## src/rtl/display_pkg.sv

```systemverilog
// display_pkg
//   Shared TMDS definitions for the DVI receive path.
//   - TMDS_W            : width of one TMDS symbol
//   - TMDS_CTRL_00..11  : control-period tokens, indexed by {C1,C0}
//   - tmds_rx_state_t   : word-alignment state of a channel receiver
package display_pkg;

  localparam int TMDS_W = 10;

  localparam logic [TMDS_W-1:0] TMDS_CTRL_00 = 10'h354;
  localparam logic [TMDS_W-1:0] TMDS_CTRL_01 = 10'h0AB;
  localparam logic [TMDS_W-1:0] TMDS_CTRL_10 = 10'h154;
  localparam logic [TMDS_W-1:0] TMDS_CTRL_11 = 10'h2AB;

  typedef enum logic {
    SEARCH = 1'b0,
    LOCKED = 1'b1
  } tmds_rx_state_t;

endpackage

```

## src/rtl/tmds_word_decode.sv

```systemverilog
// tmds_word_decode
//   Purely combinational decode of one aligned TMDS symbol.
//   Ports:
//     i_word     [9:0]  aligned TMDS symbol (bit 0 earliest)
//     o_data     [7:0]  decoded pixel byte (meaningful for data symbols)
//     o_is_token        symbol is one of the four control tokens
//     o_c1, o_c0        control bits carried by the token (0 otherwise)
module tmds_word_decode
  import display_pkg::*;
(
  input  logic [TMDS_W-1:0] i_word,
  output logic [7:0]        o_data,
  output logic              o_is_token,
  output logic              o_c1,
  output logic              o_c0
);

  // Undo the DC-balance inversion first, then the transition-minimising chain.
  logic [7:0] w_q;
  assign w_q = i_word[9] ? ~i_word[7:0] : i_word[7:0];

  assign o_data[0] = w_q[0];

  genvar gi;
  for (gi = 1; gi < 8; gi++) begin : g_chain
    // bit 8 selects XOR (1) or XNOR (0) encoding
    assign o_data[gi] = i_word[8] ? (w_q[gi] ^ w_q[gi-1]) : ~(w_q[gi] ^ w_q[gi-1]);
  end

  always_comb begin
    o_is_token = 1'b1;
    o_c1       = 1'b0;
    o_c0       = 1'b0;
    case (i_word)
      TMDS_CTRL_00: ;
      TMDS_CTRL_01: o_c0 = 1'b1;
      TMDS_CTRL_10: o_c1 = 1'b1;
      TMDS_CTRL_11: begin
        o_c1 = 1'b1;
        o_c0 = 1'b1;
      end
      default: o_is_token = 1'b0;
    endcase
  end

endmodule

```

## src/rtl/tmds_channel_rx.sv

```systemverilog
// tmds_channel_rx
//   One TMDS channel receiver: word alignment by control-token runs,
//   then decode to pixel byte / C0 / C1 / DE.
//   Ports:
//     clk_i        pixel clock
//     rst_ni       asynchronous active-low reset
//     raw_i  [9:0] deserialized word, arbitrary alignment, bit 0 earliest
//     data_o [7:0] decoded pixel byte
//     c0_o, c1_o   control bits (hsync/vsync on blue)
//     de_o         data enable
//     locked_o     word alignment established
//   Optional (macro TMDS_RX_DBG_EN):
//     offset_o    [3:0] current slip offset
//     lock_loss_o [7:0] saturating count of lock losses
module tmds_channel_rx
  import display_pkg::*;
#(
  parameter int TOKEN_RUN      = 8,
  parameter int SEARCH_TIMEOUT = 1024,
  parameter int LOCK_TIMEOUT   = 4096
) (
  input  logic              clk_i,
  input  logic              rst_ni,
  input  logic [TMDS_W-1:0] raw_i,
  output logic [7:0]        data_o,
  output logic              c0_o,
  output logic              c1_o,
  output logic              de_o,
  output logic              locked_o
`ifdef TMDS_RX_DBG_EN
  ,
  output logic [3:0]        offset_o,
  output logic [7:0]        lock_loss_o
`endif
);

  localparam int RUN_W = $clog2(TOKEN_RUN) + 1;
  localparam int TMO_W = ((SEARCH_TIMEOUT > LOCK_TIMEOUT) ?
                          $clog2(SEARCH_TIMEOUT) : $clog2(LOCK_TIMEOUT)) + 1;

  tmds_rx_state_t    r_state;
  logic [TMDS_W-1:0] r_raw_q;
  logic [TMDS_W-1:0] r_word_q;
  logic [3:0]        r_offset;
  logic [RUN_W-1:0]  r_run_cnt;
  logic [TMO_W-1:0]  r_tmo_cnt;
  logic [7:0]        r_data;
  logic              r_c0;
  logic              r_c1;
  logic              r_de;

  // Two consecutive words side by side; the aligned symbol may straddle them.
  logic [2*TMDS_W-1:0] w_cat;
  logic [TMDS_W-1:0]   w_window;
  assign w_cat    = {raw_i, r_raw_q};
  assign w_window = w_cat[r_offset +: TMDS_W];

  logic [7:0] w_d;
  logic       w_is_token;
  logic       w_c1;
  logic       w_c0;

  tmds_word_decode u_decode (
    .i_word     (r_word_q),
    .o_data     (w_d),
    .o_is_token (w_is_token),
    .o_c1       (w_c1),
    .o_c0       (w_c0)
  );

  // Lock wins over a coincident search timeout, so it is tested first.
  logic w_lock_go;
  logic w_slip;
  logic w_lock_drop;
  logic w_out_en;
  assign w_lock_go   = (r_state == SEARCH) && (r_run_cnt == RUN_W'(TOKEN_RUN));
  assign w_slip      = (r_state == SEARCH) && !w_lock_go &&
                       (r_tmo_cnt == TMO_W'(SEARCH_TIMEOUT - 1));
  assign w_lock_drop = (r_state == LOCKED) && (r_tmo_cnt == TMO_W'(LOCK_TIMEOUT - 1));
  // Outputs follow the state being entered so they switch on the same edge as locked_o.
  assign w_out_en    = w_lock_go || ((r_state == LOCKED) && !w_lock_drop);

  always_ff @(posedge clk_i or negedge rst_ni) begin
    if (!rst_ni) begin
      r_state   <= SEARCH;
      r_raw_q   <= '0;
      r_word_q  <= '0;
      r_offset  <= '0;
      r_run_cnt <= '0;
      r_tmo_cnt <= '0;
      r_data    <= '0;
      r_c0      <= 1'b0;
      r_c1      <= 1'b0;
      r_de      <= 1'b0;
    end else begin
      r_raw_q  <= raw_i;
      r_word_q <= w_window;

      case (r_state)
        SEARCH: begin
          if (w_lock_go) begin
            r_state   <= LOCKED;
            r_run_cnt <= '0;
            r_tmo_cnt <= '0;
          end else if (w_slip) begin
            r_offset  <= (r_offset == 4'd9) ? 4'd0 : r_offset + 4'd1;
            r_run_cnt <= '0;
            r_tmo_cnt <= '0;
          end else begin
            r_run_cnt <= w_is_token ? r_run_cnt + RUN_W'(1) : '0;
            r_tmo_cnt <= r_tmo_cnt + TMO_W'(1);
          end
        end
        LOCKED: begin
          if (w_lock_drop) begin
            r_state   <= SEARCH;
            r_run_cnt <= '0;
            r_tmo_cnt <= '0;
          end else begin
            r_tmo_cnt <= w_is_token ? '0 : r_tmo_cnt + TMO_W'(1);
          end
        end
        default: r_state <= SEARCH;
      endcase

      if (!w_out_en) begin
        r_data <= '0;
        r_c0   <= 1'b0;
        r_c1   <= 1'b0;
        r_de   <= 1'b0;
      end else if (w_is_token) begin
        r_de <= 1'b0;
        r_c0 <= w_c0;
        r_c1 <= w_c1;
      end else begin
        r_de   <= 1'b1;
        r_data <= w_d;
      end
    end
  end

  assign data_o   = r_data;
  assign c0_o     = r_c0;
  assign c1_o     = r_c1;
  assign de_o     = r_de;
  assign locked_o = (r_state == LOCKED);

`ifdef TMDS_RX_DBG_EN
  logic [7:0] r_lock_loss;

  always_ff @(posedge clk_i or negedge rst_ni) begin
    if (!rst_ni) begin
      r_lock_loss <= '0;
    end else if (w_lock_drop && (r_lock_loss != 8'hFF)) begin
      r_lock_loss <= r_lock_loss + 8'd1;
    end
  end

  assign offset_o    = r_offset;
  assign lock_loss_o = r_lock_loss;
`endif

endmodule
```

## config.mk

```make
export PLATFORM = sky130hd
export DESIGN_NAME = tmds_channel_rx
export DESIGN_NICKNAME = d
export VERILOG_FILES = /design/src/rtl/display_pkg.sv /design/src/rtl/tmds_word_decode.sv /design/src/rtl/tmds_channel_rx.sv
export SDC_FILE = /design/constraint.sdc
export NUM_CORES = 1
export LEC_CHECK = 0
export CELL_PAD_IN_SITES_DETAIL_PLACEMENT = 0
export CELL_PAD_IN_SITES_GLOBAL_PLACEMENT = 2
export CORE_MARGIN = 10
export CORE_UTILIZATION = 30
export DETAILED_ROUTE_END_ITERATION = 8
export PLACE_DENSITY = 0.74
export SETUP_SLACK_MARGIN = 0.2
export SLEW_MARGIN = 5
export SYNTH_ARGS = -nofsm -noshare
export SYNTH_HDL_FRONTEND = slang
export SYNTH_SLANG_ARGS = --single-unit
```

## constraint.sdc

```tcl
create_clock -name clk_i -period 2.3 [get_ports clk_i]
set_input_delay 0.46 -clock clk_i [delete_from_list [all_inputs] [get_ports clk_i]]
set_output_delay 0.46 -clock clk_i [all_outputs]
set_load 0.01 [all_outputs]
```

Word level (Yosys, flattened, before mapping)
Index checks and enable logic that the tools add are counted.
{"block": "op_classes", "eq_ne": 11, "bitwise": 17, "shifts": 1, "muxes": 33, "reduce_logical": 12, "addsub": 3}
{"op": "13-bit 2-to-1 mux", "count": 4}
{"op": "13-bit case mux with 2 select lines", "count": 1}
{"op": "8-bit 2-to-1 mux", "count": 3}
{"op": "10-bit == test, second input constant", "count": 2}
{"op": "4-bit 2-to-1 mux", "count": 5}
{"op": "20-bit by 5-bit indexed part select with 10-bit output", "count": 1}
{"op": "1-bit 2-to-1 mux", "count": 18}
{"op": "13-bit by 1-bit adder with 13-bit output, second input constant", "count": 1}
{"op": "13-bit by 10-bit == test with 1-bit output, second input constant", "count": 1}
{"op": "13-bit by 12-bit == test with 1-bit output, second input constant", "count": 1}
{"op": "10-bit by 8-bit == test with 1-bit output, second input constant", "count": 1}
{"op": "10-bit by 9-bit == test with 1-bit output, second input constant", "count": 1}
{"op": "1-bit NOT", "count": 9}
{"op": "4-bit by 1-bit adder with 4-bit output, second input constant", "count": 2}
{"op": "4-bit == test, second input constant", "count": 2}
{"op": "8-bit NOT", "count": 1}
{"op": "4-bit case mux with 2 select lines", "count": 1}
{"op": "1-bit XOR", "count": 7}
{"op": "1-bit logical AND", "count": 5}
{"op": "2-bit != test, second input constant", "count": 2}
{"op": "2-bit OR reduction", "count": 2}
{"op": "4-bit OR reduction", "count": 1}
{"op": "3-bit AND reduction", "count": 1}
{"op": "1-bit zero test", "count": 2}
{"op": "3 further kinds", "count": 3}
{"block": "totals", "word_cells": 87, "input_bits": 12, "register_bits": 53, "output_inout_bits": 12}

Depth between registers and ports, before layout
Gate-level depths: netlist of run 1.
{"block": "logic_depth", "word_depth": 8, "ltp_mapped": 9, "depth_no_buf": 7}

By module
A second synthesis of run 1 with hierarchy kept.
{"block": "unflattened", "cells_unflattened": 262, "hier_area_um2": 3035.4}
{"mod": "tmds_channel_rx", "area_each_um2": 2815.2, "cells_each": 236, "seq_area_each_um2": 1326.3, "instances": 1}
{"mod": "tmds_word_decode", "area_each_um2": 220.2, "cells_each": 26, "seq_area_each_um2": 0.0, "instances": 1}

Worst setup path after synthesis of run 1
Ideal clock, no wire load.
{"block": "synth_timing", "path_kind": "flip-flop to flip-flop", "from": "register r_word_q[4]", "to": "register r_run_cnt[2]", "t_required_ns": 2.174, "arrival_ns": 1.505, "path_slack_ns": 0.669, "synth_period_minus_slack_ns": 1.631, "setup_time_ns": 0.126, "path_buffers": 1, "path_stages_with_launch": 8, "path_cell_list": "dfrtp_1 -> ha_1 -> and4b_1 -> nand3_1 -> and2_4 -> buf_6 -> nor2_2 -> a221o_1"}
{"block": "synth_between", "elab_chain_len": 7, "elab_cells_between_ends": 10, "cone_classes": "eq/ne: 4; mux: 5; reduce/logical: 1"}
{"element": "start, declared", "line": "tmds_channel_rx.sv:43", "text": "logic [TMDS_W-1:0] r_word_q;"}
{"element": "start signal, assigned", "line": "tmds_channel_rx.sv:97", "text": "r_word_q <= w_window;"}
{"element": "10-bit == test, or another cell as far along", "line": "tmds_word_decode.sv:34", "text": "case (i_word)"}
{"element": "4-bit OR reduction (no line) (*)"}
{"element": "1-bit 2-to-1 mux (*)", "line": "tmds_word_decode.sv:34"}
{"element": "4-bit 2-to-1 mux (*)", "line": "tmds_channel_rx.sv:110", "text": "r_run_cnt <= w_is_token ? r_run_cnt + RUN_W'(1) : '0;"}
{"element": "4-bit 2-to-1 mux (*)", "line": "tmds_channel_rx.sv:105", "text": "end else if (w_slip) begin"}
{"element": "4-bit 2-to-1 mux (*)", "line": "tmds_channel_rx.sv:101", "text": "if (w_lock_go) begin"}
{"element": "4-bit case mux with 2 select lines (*)", "line": "tmds_channel_rx.sv:99", "text": "case (r_state)"}
{"element": "end signal, assigned", "line": "tmds_channel_rx.sv:110"}
{"element": "end, declared", "line": "tmds_channel_rx.sv:45", "text": "logic [RUN_W-1:0] r_run_cnt;"}
Every way passes the cells marked *; elsewhere a longest branch is shown, timed or not.
A chain may end at the register's enable or synchronous reset.

Worst setup path after layout of run 1
{"block": "layout_timing", "from": "register r_tmo_cnt[0]", "to": "register r_tmo_cnt[10]"}
{"block": "layout_between", "elab_chain_len": 5, "elab_cells_between_ends": 10, "cone_classes": "add/sub: 1; eq/ne: 2; mux: 5; reduce/logical: 2"}
{"element": "start, declared", "line": "tmds_channel_rx.sv:46", "text": "logic [TMO_W-1:0] r_tmo_cnt;"}
{"element": "start signal, assigned", "line": "tmds_channel_rx.sv:111", "text": "r_tmo_cnt <= r_tmo_cnt + TMO_W'(1);"}
{"element": "start signal, assigned", "line": "tmds_channel_rx.sv:120", "text": "r_tmo_cnt <= w_is_token ? '0 : r_tmo_cnt + TMO_W'(1);"}
{"element": "branches (longest 4 deep; another with 13-bit by 1-bit adder with 13-bit output)"}
{"element": "13-bit case mux with 2 select lines (*)", "line": "tmds_channel_rx.sv:99"}
Every way passes the cells marked *.

==> results of run 1 <==
cells in the final DEF (no fill, tap or decap), drive strengths merged, types with 2 or more instances in the layout:
master         instances
nand2b                 2
a211oi                 8
nor3                   4
and3                   3
o221ai                 2
nand4                  3
o21ai                  4
dfrtp                 53
a31oi                  2
a21oi                 14
clkdlybuf4s50         22
a221o                  3
nand2                 23
buf                    6
xor2                   6
inv                   14
nand3                  7
mux2                   7
ha                     9
nor4                   4
o2bb2ai                2
o21a                   3
and2                   5
mux4                   7
xnor2                 17
nor2                  27
clkbuf                 5
nor2b                  4
mux2i                 17
layout make-up:
class / instances / area share
flip-flops and latches: 53 / 0.386
clock inverters: 2 / 0.0102
well taps: 133 / 0.0484
inverters: 14 / 0.0153
clock buffers: 5 / 0.0200
repair buffers: 28 / 0.0837
multi-input cells: 193 / 0.436
timing repair:
action                     CTS  global route
gates resized for setup      1             0
setup buffers                0             1
pin swaps                    0             1
setup endpoints to repair    5            11
per-stage QoR:
step | total power [uW] | cell area [um2] | utilization | setup slack, ps | instances
after floorplan | 1060 | 3000 | - | 669 | 275
after global placement | 1120 | 3310 | 0.339 | 224 | 420
after detailed placement | 1120 | 3310 | 0.339 | 177 | 420
after CTS | 1760 | 3420 | 0.350 | 289 | 427
after global routing | 1810 | 3440 | 0.352 | 271 | 428
final | 1730 | 3440 | 0.352 | 381 | 428
power groups by stage:
stage          logic, uW  registers [uW]  clock network (uW)
2_1_floorplan       80.2             978                   0
3_3_place_gp         138             986                   0
3_5_place_dp         138             986                   0
4_1_cts              139             967                 658
5_1_grt              154             970                 691
6_report             136             967                 626
worst max-delay path, stage by stage (launching register included):
cell      delay, ps
dfrtp_1         390
ha_1            220
nand4b_1        160
nor4_1          420
nor2b_1         210
a21boi_4        220
buf_12          150
nor2_1           50
final timing paths:
kind / from / end / depth (start not counted)
max: r_tmo_cnt[0]$_DFF_PN0_ / r_tmo_cnt[10]$_DFF_PN0_ / 7
min: rst_ni / r_tmo_cnt[7]$_DFF_PN0_ / 1
max reg2reg: r_tmo_cnt[0]$_DFF_PN0_ / r_tmo_cnt[10]$_DFF_PN0_ / 7
min reg2reg: r_tmo_cnt[0]$_DFF_PN0_ / r_tmo_cnt[0]$_DFF_PN0_ / 1
max in group asynchronous: rst_ni / r_raw_q[4]$_DFF_PN0_ / 2
min in group clk_i: r_tmo_cnt[0]$_DFF_PN0_ / r_tmo_cnt[0]$_DFF_PN0_ / 1
kinds of logic after synthesis:
| group | count (synthesis) | synth area share |
|---|---|---|
| and+or+nand+nor | 88 | 0.154 |
| xor gates and xnor gates | 23 | 0.0671 |
| buffers and inverters | 29 | 0.0588 |
| adders and majority gates | 9 | 0.0375 |
| AOI/OAI and AO/OA | 42 | 0.0992 |
| muxes | 31 | 0.142 |
| DFF | 53 | 0.442 |
flip-flops by register name, summed over array words and instances (netlist names):
| signal | cells |
|---|---|
| r_tmo_cnt | 13 |
| r_raw_q | 10 |
| r_word_q | 10 |
| data_o | 8 |
| r_offset | 4 |
| r_run_cnt | 4 |
| c0_o | 1 |
| c1_o | 1 |
| de_o | 1 |
| locked_o | 1 |
metal layers:
layer	GRT usage	part of all wire
met1	0.125	0.53
met4	0.0226	0.0059
met2	0.128	0.42
met5	0	0
met3	0.0263	0.048
==> flow_metrics.tcl, run 1 <==
set metrics [dict create \
    outcome "finished, final reports clean" \
    power.switching_uw 394 \
    cp-start-kind "flip-flop" \
    setup_viol 0 \
    synth_area_um2 3000 \
    grt_pass1_wl_um 10600 \
    critPathMaxFanout 12 \
    yosysMostFrequentCell "dfrtp_1" \
    fin_nets 316 \
    yosys-top-cells-area "dfrtp_1 (44%), mux2i_1 (5.7%), xnor2_1 (5.0%), mux4_1 (4.4%), ha_1 (3.8%)" \
    clockBufferDepth 2 \
    end_kind "flip-flop" \
    rows 36 \
    combPwrFrac 0.078 \
    clk_pin_slew_ps 90 \
    drt_iter0_markers 120 \
    p_seq_frac 0.560 \
    cts_root_buf "clkbuf_8" \
    die-area_um2 14400 \
    cts_hold_buf 0 \
    worst-r2r-setup-slack_ps 380 \
    timing.fmax_mhz 521 \
    min_period_ps 1920 \
    drive_gt1_frac 0.112 \
    pwr_density_cell_nw_per_um2 503 \
    ios 24 \
    yosysSeqAreaShare 0.442 \
    synth.net_count 296 \
    clock_latency_ps 310 \
    die_h_um 120 \
    area_growth_pct 14.5 \
    die_w_um 120 \
    arrival_ps 2120 \
    cts_buffers 5 \
    viasPerCell 4.67 \
    synth.distinct_cells 52 \
    yosys_most_used_dff "dfrtp_1" \
    critPathRequiredTime_ps 2500 \
    grt_pass1_vias 2081 \
    ys.warnings.count 0 \
    synth.largest_area_cell "dfrtp_1" \
    cts_htree_levels 2 \
    period_share 0.834 \
    worstMarginPinSlew_ps 708 \
    skew_ps 7.04 \
    clock-sinks 53 \
    start_util 0.307 \
    syn_avg_cell_area_um2 10.9 \
    p_clk_frac 0.362 \
    regArea_um2 1330 \
    synthCells 275 \
    final-max-slew-violation-count 0 \
    dr.pass1.iters 5 \
    multi_input_area_um2 1500 \
    place_congestion 0.805 \
    setup-tns-final_ps 0 \
    cap_viol_max_count 0 \
    worst_hold_slack_ps 33.4 \
    port_buffers 23 \
    n_antenna_cell 0 \
    fill_cells 1013 \
    antenna_found_initial 0 \
    synth_edf_count 0 \
    grt_usage 0.0885 \
    vias 2000 \
    cts_tree "yes" \
    max-slew-margin-rel 0.528 \
    power.share.switching 0.228 \
    worstSetupPathType "flip-flop to flip-flop" \
    rsz0062_at_grt "no" \
    synth_top_area_frac 0.442 \
    peakVddDrop_uv 221 \
    wl_per_cell_um 14.4 \
    wl_um 6150 \
    fp.coreArea_um2 9770 \
    hp-class "input port to async pin" \
    dp_hpwl_um 4580 \
    drc 0 \
    grt_overflow 0 \
    ant_nets 0 \
    synthTopCellsByCount "dfrtp_1 (53), nor2_1 (26), nand2_1 (23), mux2i_1 (17), xnor2_1 (17)" \
    hold_viol 0 \
    grt_max_degree 43 \
    power_leakage_uw 0.00147 \
    synth_seq_cells 53 \
    intPower_uw 1330 \
    async_reset_ff_frac 1.00 \
]
(Power assumes the default switching activity.)
==> inputs of run 2 (changes only) <==
- PLACE_DENSITY: 0.74 -> 0.77
- clock period: 2.3 -> 1.7 ns (I/O delays scaled with it)
==> run 2 against run 1 <==
  * The flow now finishes with violations (negative hold slack, negative setup slack)
  * Register-to-register slack got worse by 470 ps
  * Die area unchanged
  * Worst hold slack got worse by 36 ps
  * Combinational power increased by 86%
  * First-iteration DRC count increased by 23%
  * Total power increased by 41%
  * Non-clock buffer count increased by 61
==> flow_metrics.tcl, run 2 (same netlist as run 1, synthesis figures left out) <==
set metrics [dict create \
    setup_slack_ps -87.1 \
    die_h_um 120 \
    power_leakage_uw 0.00190 \
    setup_viol 4 \
    hp-class "input port to async pin" \
    port_buffers 23 \
    pwr_density_cell_nw_per_um2 572 \
    grt_pass1_vias 2384 \
    clk_pin_slew_ps 110 \
    worst_hold_slack_ps -2.55 \
    violations "negative hold slack, negative setup slack" \
    worstMarginPinSlew_ps 739 \
    die-area_um2 14400 \
    viasPerCell 4.61 \
    worstSetupPathType "flip-flop to flip-flop" \
    max-slew-margin-rel 0.507 \
    rows 36 \
    ios 24 \
    start_util 0.307 \
    cp-start-kind "flip-flop" \
    area_growth_pct 41.8 \
    largest_reg_flops 13 \
    wl_um 6630 \
    preCtsSetupSlack_ps -226 \
    utilization 0.435 \
    fill_cells 971 \
    final_common_cell "buf_4" \
    skew_ps 17.5 \
    grt_pass1_wl_um 11300 \
    drt_iter0_markers 148 \
    cts_htree_levels 2 \
    antenna_found_initial 0 \
    vias 2261 \
    grt_usage 0.0933 \
    hold_viol 13 \
    timing.fmax_mhz 560 \
    multi_input_area_um2 1790 \
    dr.pass1.iters 4 \
    period_share 1.05 \
    cts_tree "yes" \
    arrival_ps 1980 \
    critPathMaxFanout 16 \
    outcome "finished, violations left" \
    clock-sinks 53 \
    drive_gt1_frac 0.387 \
    rsz0062_at_grt "yes" \
    setup-tns-final_ps -202 \
    die_w_um 120 \
    regArea_um2 1330 \
    end_kind "flip-flop" \
    cts_buffers 5 \
    ant_nets 0 \
    reg2reg_depth 4 \
    min_period_ps 1790 \
    drc 0 \
    dp_hpwl_um 4960 \
    top_regs "r_tmo_cnt (13), r_raw_q (10), r_word_q (10)" \
    fin_nets 377 \
    fp.coreArea_um2 9770 \
    cts_root_buf "clkbuf_8" \
    clock_latency_ps 310 \
    cts_hold_buf 0 \
    grt_max_degree 25 \
    place_congestion 0.817 \
    cap_viol_max_count 0 \
    regMostFlops "r_tmo_cnt" \
    critPathRequiredTime_ps 1890 \
    layout_common_cells "buf_4 (56), dfrtp_1 (53), nand2_1 (21)" \
    clockBufferDepth 2 \
    grt_overflow 0 \
    n_antenna_cell 0 \
    peakVddDrop_uv 303 \
    final-max-slew-violation-count 0 \
    wl_per_cell_um 13.5 \
]
## run 2: cell types whose count changed in the layout (fill, tap and decap cells not counted), moves of 5 or more
cell | previous run | this run
a211oi_1 | 8 | 3
a211oi_2 | 0 | 5
buf_4 | 3 | 56
clkdlybuf4s50_1 | 22 | 10
dlygate4sd2_1 | 0 | 11
mux2i_1 | 17 | 7
mux2i_2 | 0 | 5
mux2i_4 | 0 | 5
nor2_1 | 26 | 17
nor2_4 | 0 | 8
## run 2: final timing paths
| path | to | slack, ps | from |
|---|---|---|---|
| min in group clk_i | r_raw_q[5]$_DFF_PN0_ | 510 | raw_i[5] |
| hold reg to reg | r_tmo_cnt[0]$_DFF_PN0_ | 540 | r_tmo_cnt[0]$_DFF_PN0_ |
| setup reg to reg | r_word_q[4]$_DFF_PN0_ | -90 | r_offset[0]$_DFFE_PN0P_ |
| setup / recovery | r_word_q[4]$_DFF_PN0_ | -90 | r_offset[0]$_DFFE_PN0P_ |
| max in group asynchronous | r_run_cnt[2]$_DFFE_PN0P_ | 1160 | rst_ni |
| hold / removal | r_tmo_cnt[2]$_DFF_PN0_ | -3 | rst_ni |
## run 2: routing by layer
metal  global-route usage  vias to the layer above  wire length (um)
li1                     -                     1129                 -
met5                    0                        -                 0
met2                0.146                       35              3080
met4               0.0347                        0               139
met1                0.123                     1087              3200
met3               0.0211                       10               212
## run 2: area by class of cell
cell class	count	share of cell area
flip-flops and latches	53	0.312
well taps	133	0.0391
clock buffers	5	0.0162
multi-input cells	193	0.419
repair buffers	89	0.190
inverters	14	0.0123
clock inverters	3	0.0109
## run 2: metrics by stage
| stage | cells | total power (uW) | area (um2) |
|---|---|---|---|
| after floorplan | 275 | 1440 | 3110 |
| after global placement | 467 | 1540 | 3800 |
| after detailed placement | 467 | 1540 | 3800 |
| after CTS | 484 | 2450 | 4060 |
| after global routing | 490 | 2550 | 4260 |
| final | 490 | 2440 | 4260 |
## run 2: repair_timing
item	in CTS	in global routing
endpoints found under the setup margin	53	43
pin swaps	9	11
gates cloned	0	1
buffers inserted	9	5
gates resized for setup	33	31
## run 2: critical path, cell delays in order (launching register included)
cell	delay [ps]
dfrtp_1	390
buf_12	170
buf_4	130
mux4_2	520
mux4_2	460
## run 2: report_power, final
group,internal (uW),switching (uW)
registers,1280,22.9
logic,131,121
clock network,441,436
